$ cat config.mk
export PLATFORM = sky130hd
export DESIGN_NAME = bsg_ral_link_test_ctrl
export DESIGN_NICKNAME = d
export VERILOG_FILES = /design/src/rtl/bsg_ral_link_test_ctrl.sv
export SDC_FILE = /design/constraint.sdc
export NUM_CORES = 1
export LEC_CHECK = 0
export CORE_MARGIN = 3
export CORE_UTILIZATION = 25
export CTS_CLUSTER_DIAMETER = 60
export DETAILED_ROUTE_END_ITERATION = 8
export SYNTH_ARGS = -nofsm -noshare
export SYNTH_HDL_FRONTEND = slang
export SYNTH_SLANG_ARGS = --single-unit
$ cat constraint.sdc
create_clock -name clk_i -period 14.3 [get_ports clk_i]
set_clock_uncertainty 0.05 [all_clocks]
set_input_delay 2.86 -clock clk_i [delete_from_list [all_inputs] [get_ports clk_i]]
set_output_delay 2.86 -clock clk_i [all_outputs]
set_load 0.1 [all_outputs]
$ cat src/rtl/bsg_ral_link_test_ctrl.sv
// Run controller for one master bsg_ral_link_to_sdr_test_node: injects N flits,
// waits for loopback drain, and judges the run from counter deltas and error_i.
module bsg_ral_link_test_ctrl #(
  parameter int unsigned timeout_p        = 1024,
  parameter int unsigned timeout_width_lp = $clog2(timeout_p + 1)
) (
  input  logic        clk_i,
  input  logic        reset_n_i,
  input  logic        start_i,
  input  logic [31:0] num_packets_i,
  output logic        en_o,
  input  logic        error_i,
  input  logic [31:0] sent_i,
  input  logic [31:0] received_i,
  output logic        busy_o,
  output logic        done_o,
  output logic        pass_o,
  output logic [1:0]  fail_code_o,
  output logic [31:0] sent_delta_o,
  output logic [31:0] received_delta_o
);

  localparam int unsigned cnt_width_lp  = 32;
  localparam int unsigned code_width_lp = 2;

  localparam logic [code_width_lp-1:0] code_none_lp  = 2'd0;
  localparam logic [code_width_lp-1:0] code_error_lp = 2'd1;
  localparam logic [code_width_lp-1:0] code_stall_lp = 2'd2;
  localparam logic [code_width_lp-1:0] code_drain_lp = 2'd3;

  typedef enum logic [2:0] {
    IDLE  = 3'd0,
    ARM   = 3'd1,
    RUN   = 3'd2,
    DRAIN = 3'd3,
    DONE  = 3'd4
  } state_e;

  state_e                     state_q, state_d;
  logic [cnt_width_lp-1:0]    n_q, n_d;
  logic [cnt_width_lp-1:0]    sent_base_q, sent_base_d;
  logic [cnt_width_lp-1:0]    recv_base_q, recv_base_d;
  logic [cnt_width_lp-1:0]    prev_q, prev_d;
  logic [timeout_width_lp-1:0] idle_q, idle_d;
  logic                       done_q, done_d;
  logic                       pass_q, pass_d;
  logic [code_width_lp-1:0]   code_q, code_d;
  logic [code_width_lp-1:0]   end_code;

  logic [cnt_width_lp-1:0]     sent_delta, recv_delta, watch;
  logic [timeout_width_lp-1:0] idle_inc;
  logic                        timeout_hit;

  // Deltas against the run-start snapshot; wrap naturally in 32 bits
  assign sent_delta  = sent_i - sent_base_q;
  assign recv_delta  = received_i - recv_base_q;
  assign watch       = (state_q == DRAIN) ? received_i : sent_i;
  assign idle_inc    = (watch != prev_q) ? '0 : idle_q + timeout_width_lp'(1);
  assign timeout_hit = (idle_inc == timeout_width_lp'(timeout_p));

  always_ff @(posedge clk_i or negedge reset_n_i) begin
    if (!reset_n_i) state_q <= IDLE;
    else            state_q <= state_d;
  end

  // Next state, plus the fail code recorded on entry to DONE
  always_comb begin
    state_d  = state_q;
    end_code = code_none_lp;
    unique case (state_q)
      IDLE, DONE: if (start_i) state_d = ARM;
      ARM: begin
        if (error_i) begin
          state_d  = DONE;
          end_code = code_error_lp;
        end else if (n_q == '0) state_d = DONE;
        else                    state_d = RUN;
      end
      RUN: begin
        if (error_i) begin
          state_d  = DONE;
          end_code = code_error_lp;
        end else if (sent_delta >= n_q) state_d = DRAIN;
        else if (timeout_hit) begin
          state_d  = DONE;
          end_code = code_stall_lp;
        end
      end
      DRAIN: begin
        if (error_i) begin
          state_d  = DONE;
          end_code = code_error_lp;
        end else if (recv_delta == sent_delta) state_d = DONE;
        else if (timeout_hit) begin
          state_d  = DONE;
          end_code = code_drain_lp;
        end
      end
      default: state_d = IDLE;
    endcase
  end

  always_comb begin
    en_o        = (state_q == RUN) && (sent_delta < n_q);
    busy_o      = (state_q == ARM) || (state_q == RUN) || (state_q == DRAIN);
    n_d         = n_q;
    sent_base_d = sent_base_q;
    recv_base_d = recv_base_q;
    prev_d      = prev_q;
    idle_d      = idle_q;
    done_d      = 1'b0;
    pass_d      = pass_q;
    code_d      = code_q;

    if (((state_q == IDLE) || (state_q == DONE)) && start_i) begin
      n_d    = num_packets_i;
      pass_d = 1'b0;
      code_d = code_none_lp;
    end

    if (state_q == ARM) begin
      sent_base_d = sent_i;
      recv_base_d = received_i;
      prev_d      = sent_i;
      idle_d      = '0;
    end

    // Idle counter follows sent_i in RUN and received_i in DRAIN
    if ((state_q == RUN) || (state_q == DRAIN)) begin
      if (state_d == state_q) begin
        idle_d = idle_inc;
        prev_d = watch;
      end else if (state_d == DRAIN) begin
        idle_d = '0;
        prev_d = received_i;
      end
    end

    if ((state_d == DONE) && (state_q != DONE)) begin
      done_d = 1'b1;
      pass_d = (end_code == code_none_lp);
      code_d = end_code;
    end
  end

  always_ff @(posedge clk_i or negedge reset_n_i) begin
    if (!reset_n_i) begin
      n_q         <= '0;
      sent_base_q <= '0;
      recv_base_q <= '0;
      prev_q      <= '0;
      idle_q      <= '0;
      done_q      <= 1'b0;
      pass_q      <= 1'b0;
      code_q      <= '0;
    end else begin
      n_q         <= n_d;
      sent_base_q <= sent_base_d;
      recv_base_q <= recv_base_d;
      prev_q      <= prev_d;
      idle_q      <= idle_d;
      done_q      <= done_d;
      pass_q      <= pass_d;
      code_q      <= code_d;
    end
  end

  assign done_o           = done_q;
  assign pass_o           = pass_q;
  assign fail_code_o      = code_q;
  assign sent_delta_o     = sent_delta;
  assign received_delta_o = recv_delta;

endmodule

==> metrics <==
overflow left after global routing=0; share of the core filled with cells in the final layout=0.315; H-tree levels=4; row cnt=82; number of detailed-route iterations in the first pass=5; IO Count=170; number of enable flip-flop cells after synthesis=0; wire length reported by the detailed router=52700 um; number of antenna violations at the first check in global routing=1; cell at the root of the clock tree=sky130_fd_sc_hd__clkbuf_16; WP data required=11.39 ns; worst-case clock buffer depth=2; data arrival at the endpoint of the critical path=8.93 ns; Reg clk slew, reported paths=0.07 ns; vias in the first global route=12600; number of cells on the worst hold path=2; Avg WL per Cell=21.8 um; Crit-path slowest cell=sky130_fd_sc_hd__clkdlybuf4s50_1; Highest Clock Rate=84.5 MHz; Net Count, Synth=1808; max cap viols=0; critical path cell sequence=clkdlybuf4s50_1 -> ha_1 -> nor2_1 -> a211oi_1 -> o21ai_1 -> nand2_1 -> a21oi_1 -> o21ai_0 -> a31oi_1 -> xnor2_1 -> ha_1 -> and4_1 -> a2111oi_0 -> a21oi_1 -> nor2_1 -> o2bb2ai_1 -> a2111oi_1 -> clkdlybuf4s50_1; overall die height=234 um; detailed-placement wirelength estimate=42500 um; shortest clock period the worst path allows after layout=11.84 ns; Detailed Route Iter0 Violations=1098; number of buffers created by CTS=17; Worst Hold Launch=sent_base_q[31]; share of synthesized area occupied by flip-flops and latches=0.282; fraction of layout cells with a size suffix above 1=0.0699; Antenna Nets Post-Route=0; number of vias after detailed routing=12800; largest incremental delay on the critical path=1.22 ns; primary flip-flop cell chosen by synthesis mapping=sky130_fd_sc_hd__dfrtp_1; worst setup slack for register-to-register paths=7.29 ns; portion of the clock cycle consumed by the worst path in the final layout=0.828; worst skew pair latency=0.46 ns; async set-reset flop share out of synthesis=1.00; worst reg2reg endpoint=prev_q[10]; Fin Setup TNS=0 ns; area of the placeable core=50700 um^2; library cells used by synthesis=83; number of buffers added on ports=169; Area Growth Syn to Fin=23.1%; number of buffers added for setup after CTS=0; Initial Util=0.256; critical path capture point type=primary output; register bit total from synthesis=146; type of the setup path with the least slack=primary input to primary output; synthesized instance count=1611; largest delay contributor family on the critical path=compound AO/OA/AOI/OAI gates; worst-path maximum fanout=6; global-route wire length before repair=77900 um; kind of path behind the tightest hold check=flop to flop; number of cells on the worst reg-to-reg path=23; critical path startpoint category=primary input; Hold Crit Endpoint=sent_base_q[31]; Total Die Area=54600 um^2; total routing usage reported by global routing=0.191; number of clock sinks=146; netlist area before placement=13000 um^2; detailed-route DRC error count=0; status=completed; Slew headroom=0.279; Synth Warn #=0; hold buffers post-CTS=0; RSZ-0062 raised after global routing=false; last weighted congestion value of the routability-driven placer=0.970; CTS tree=yes; largest net degree at the start of global routing=96; Gates resized, CTS repair=0; syn avg cell area=8.05 um^2; via/cell ratio=5.29; number of nets in the final layout=1930; final setup fails=0; transition time at the pin with the least slew margin=1.08 ns; die span in x=234 um; r2r startpoint=sent_base_q[0]; final count of pins violating max slew=0; Hold Violations, Final=0; buffers plus inverters on the worst setup path=2
-- metal layers --
layer | wire length [um] | GRT usage | up-vias
met5 | 0 | 0 | -
met4 | 1230 | 0.0524 | 0
met3 | 2820 | 0.0317 | 65
met2 | 24600 | 0.313 | 417
met1 | 24000 | 0.259 | 6304
li1 | - | - | 6022
-- synth_stat cells, types with 5 or more instances --
cell type                   count  area (um^2)
sky130_fd_sc_hd__xnor2_1       70          613
sky130_fd_sc_hd__nand3b_1       5         37.5
sky130_fd_sc_hd__buf_2         10         50.1
sky130_fd_sc_hd__a31oi_1        8         50.1
sky130_fd_sc_hd__o21ai_1        5         25.0
sky130_fd_sc_hd__nor2_1        66          248
sky130_fd_sc_hd__o21bai_1      10         75.1
sky130_fd_sc_hd__a21boi_0       6         45.0
sky130_fd_sc_hd__o21ai_0      154          771
sky130_fd_sc_hd__ha_1          95         1190
sky130_fd_sc_hd__o31a_1         6         52.6
sky130_fd_sc_hd__buf_1          5         18.8
sky130_fd_sc_hd__nor4_1        24          150
sky130_fd_sc_hd__a21o_1        23          173
sky130_fd_sc_hd__or3_1         15         93.8
sky130_fd_sc_hd__o21a_1        13         97.6
sky130_fd_sc_hd__a211oi_1      36          270
sky130_fd_sc_hd__xor2_1        27          236
sky130_fd_sc_hd__or2_2          5         31.3
sky130_fd_sc_hd__clkbuf_1      65          244
sky130_fd_sc_hd__mux2i_1       35          350
sky130_fd_sc_hd__a21oi_1      119          596
sky130_fd_sc_hd__o211ai_1      15          113
sky130_fd_sc_hd__and2_1        20          125
sky130_fd_sc_hd__o21ba_2       17          170
sky130_fd_sc_hd__nand2b_1      10         62.6
sky130_fd_sc_hd__o31ai_1        9         67.6
sky130_fd_sc_hd__nand3_1       25          125
sky130_fd_sc_hd__inv_1        148          556
sky130_fd_sc_hd__nor2b_1        6         37.5
sky130_fd_sc_hd__a2111oi_0      6         52.6
sky130_fd_sc_hd__nand4_1       37          231
sky130_fd_sc_hd__and4_1         8         70.1
sky130_fd_sc_hd__dfrtp_1      146         3650
sky130_fd_sc_hd__a211oi_2      25          313
sky130_fd_sc_hd__nand2_1      204          766
sky130_fd_sc_hd__nor3_1        37          185
sky130_fd_sc_hd__a22o_1         6         52.6
-- final cells by class --
class / count / area, um^2
Fill cell: 5429 / 34700
Multi-Input combinational cell: 1233 / 8430
Inverter: 148 / 556
Sequential cell: 146 / 3650
Tap cell: 672 / 841
Clock inverter: 15 / 220
Antenna cell: 1 / 2.50
Timing Repair Buffer: 187 / 1830
Clock buffer: 17 / 425
-- sequential cells by signal (all words and copies together) (netlist names) --
name         flops
done_o           1
fail_code_o      2
idle_q          11
n_q             32
pass_o           1
prev_q          32
recv_base_q     32
sent_base_q     32
state_q          3
-- how the worst max path moves through the flow --
stage / slack, ns / start / to / cells after the start
3_5_place_dp: 2.62 / sent_i[0] / en_o / 19
2_1_floorplan: 0.20 / sent_i[6] / en_o / 14
6_report: 2.46 / sent_i[2] / en_o / 18
5_1_grt: 2.14 / sent_i[2] / en_o / 18
3_3_place_gp: 2.75 / sent_i[0] / en_o / 19
4_1_cts: 2.57 / sent_i[0] / en_o / 19
-- cell families after synthesis --
logic type,share of synthesized area
adder cells (fa/ha/maj),0.0948
buffers and inverters,0.0699
AO/OA/AOI/OAI,0.264
AND/OR/NAND/NOR,0.185
flip-flops,0.282
XOR/XNOR,0.0781
multiplexers,0.0270
-- worst reg2reg max path, delay by kind of cell, from the launching register on --
kind	cells	cell delay, ns
buf+inv	1	0.39
xor+xnor	1	0.41
flops	1	0.40
compound gates	13	3.85
simple gates	6	1.24
fa+ha+maj	2	0.55
-- cells in the final DEF (no fill, tap or decap), types with 25 or more instances in the layout --
master	netlist	final
sky130_fd_sc_hd__inv_1	148	148
sky130_fd_sc_hd__nor2_1	66	66
sky130_fd_sc_hd__nand2_1	204	204
sky130_fd_sc_hd__o21ai_0	154	154
sky130_fd_sc_hd__nor3_1	37	35
sky130_fd_sc_hd__a21oi_1	119	119
sky130_fd_sc_hd__xor2_1	27	27
sky130_fd_sc_hd__a211oi_2	25	25
sky130_fd_sc_hd__nand4_1	37	37
sky130_fd_sc_hd__nand3_1	25	25
sky130_fd_sc_hd__clkdlybuf4s50_1	0	168
sky130_fd_sc_hd__dfrtp_1	146	146
sky130_fd_sc_hd__xnor2_1	70	70
sky130_fd_sc_hd__ha_1	95	95
sky130_fd_sc_hd__mux2i_1	35	35
sky130_fd_sc_hd__a211oi_1	36	36
-- through the flow --
step / setup slack [ns] / cell area [um^2] / hold slack [ns] / cells
after floorplan: 0.200 / 13000 / 0.404 / 1611
after global routing: 2.14 / 16000 / 0.476 / 2418
final: 2.46 / 16000 / 0.456 / 2419
after detailed placement: 2.62 / 15300 / 0.438 / 2386
after global placement: 2.75 / 15300 / 0.422 / 2386
after CTS: 2.57 / 16000 / 0.455 / 2418
Power is left out: the tool's default activity adds up to more than one toggle a clock period on the data nets, which glitch-free logic cannot reach.
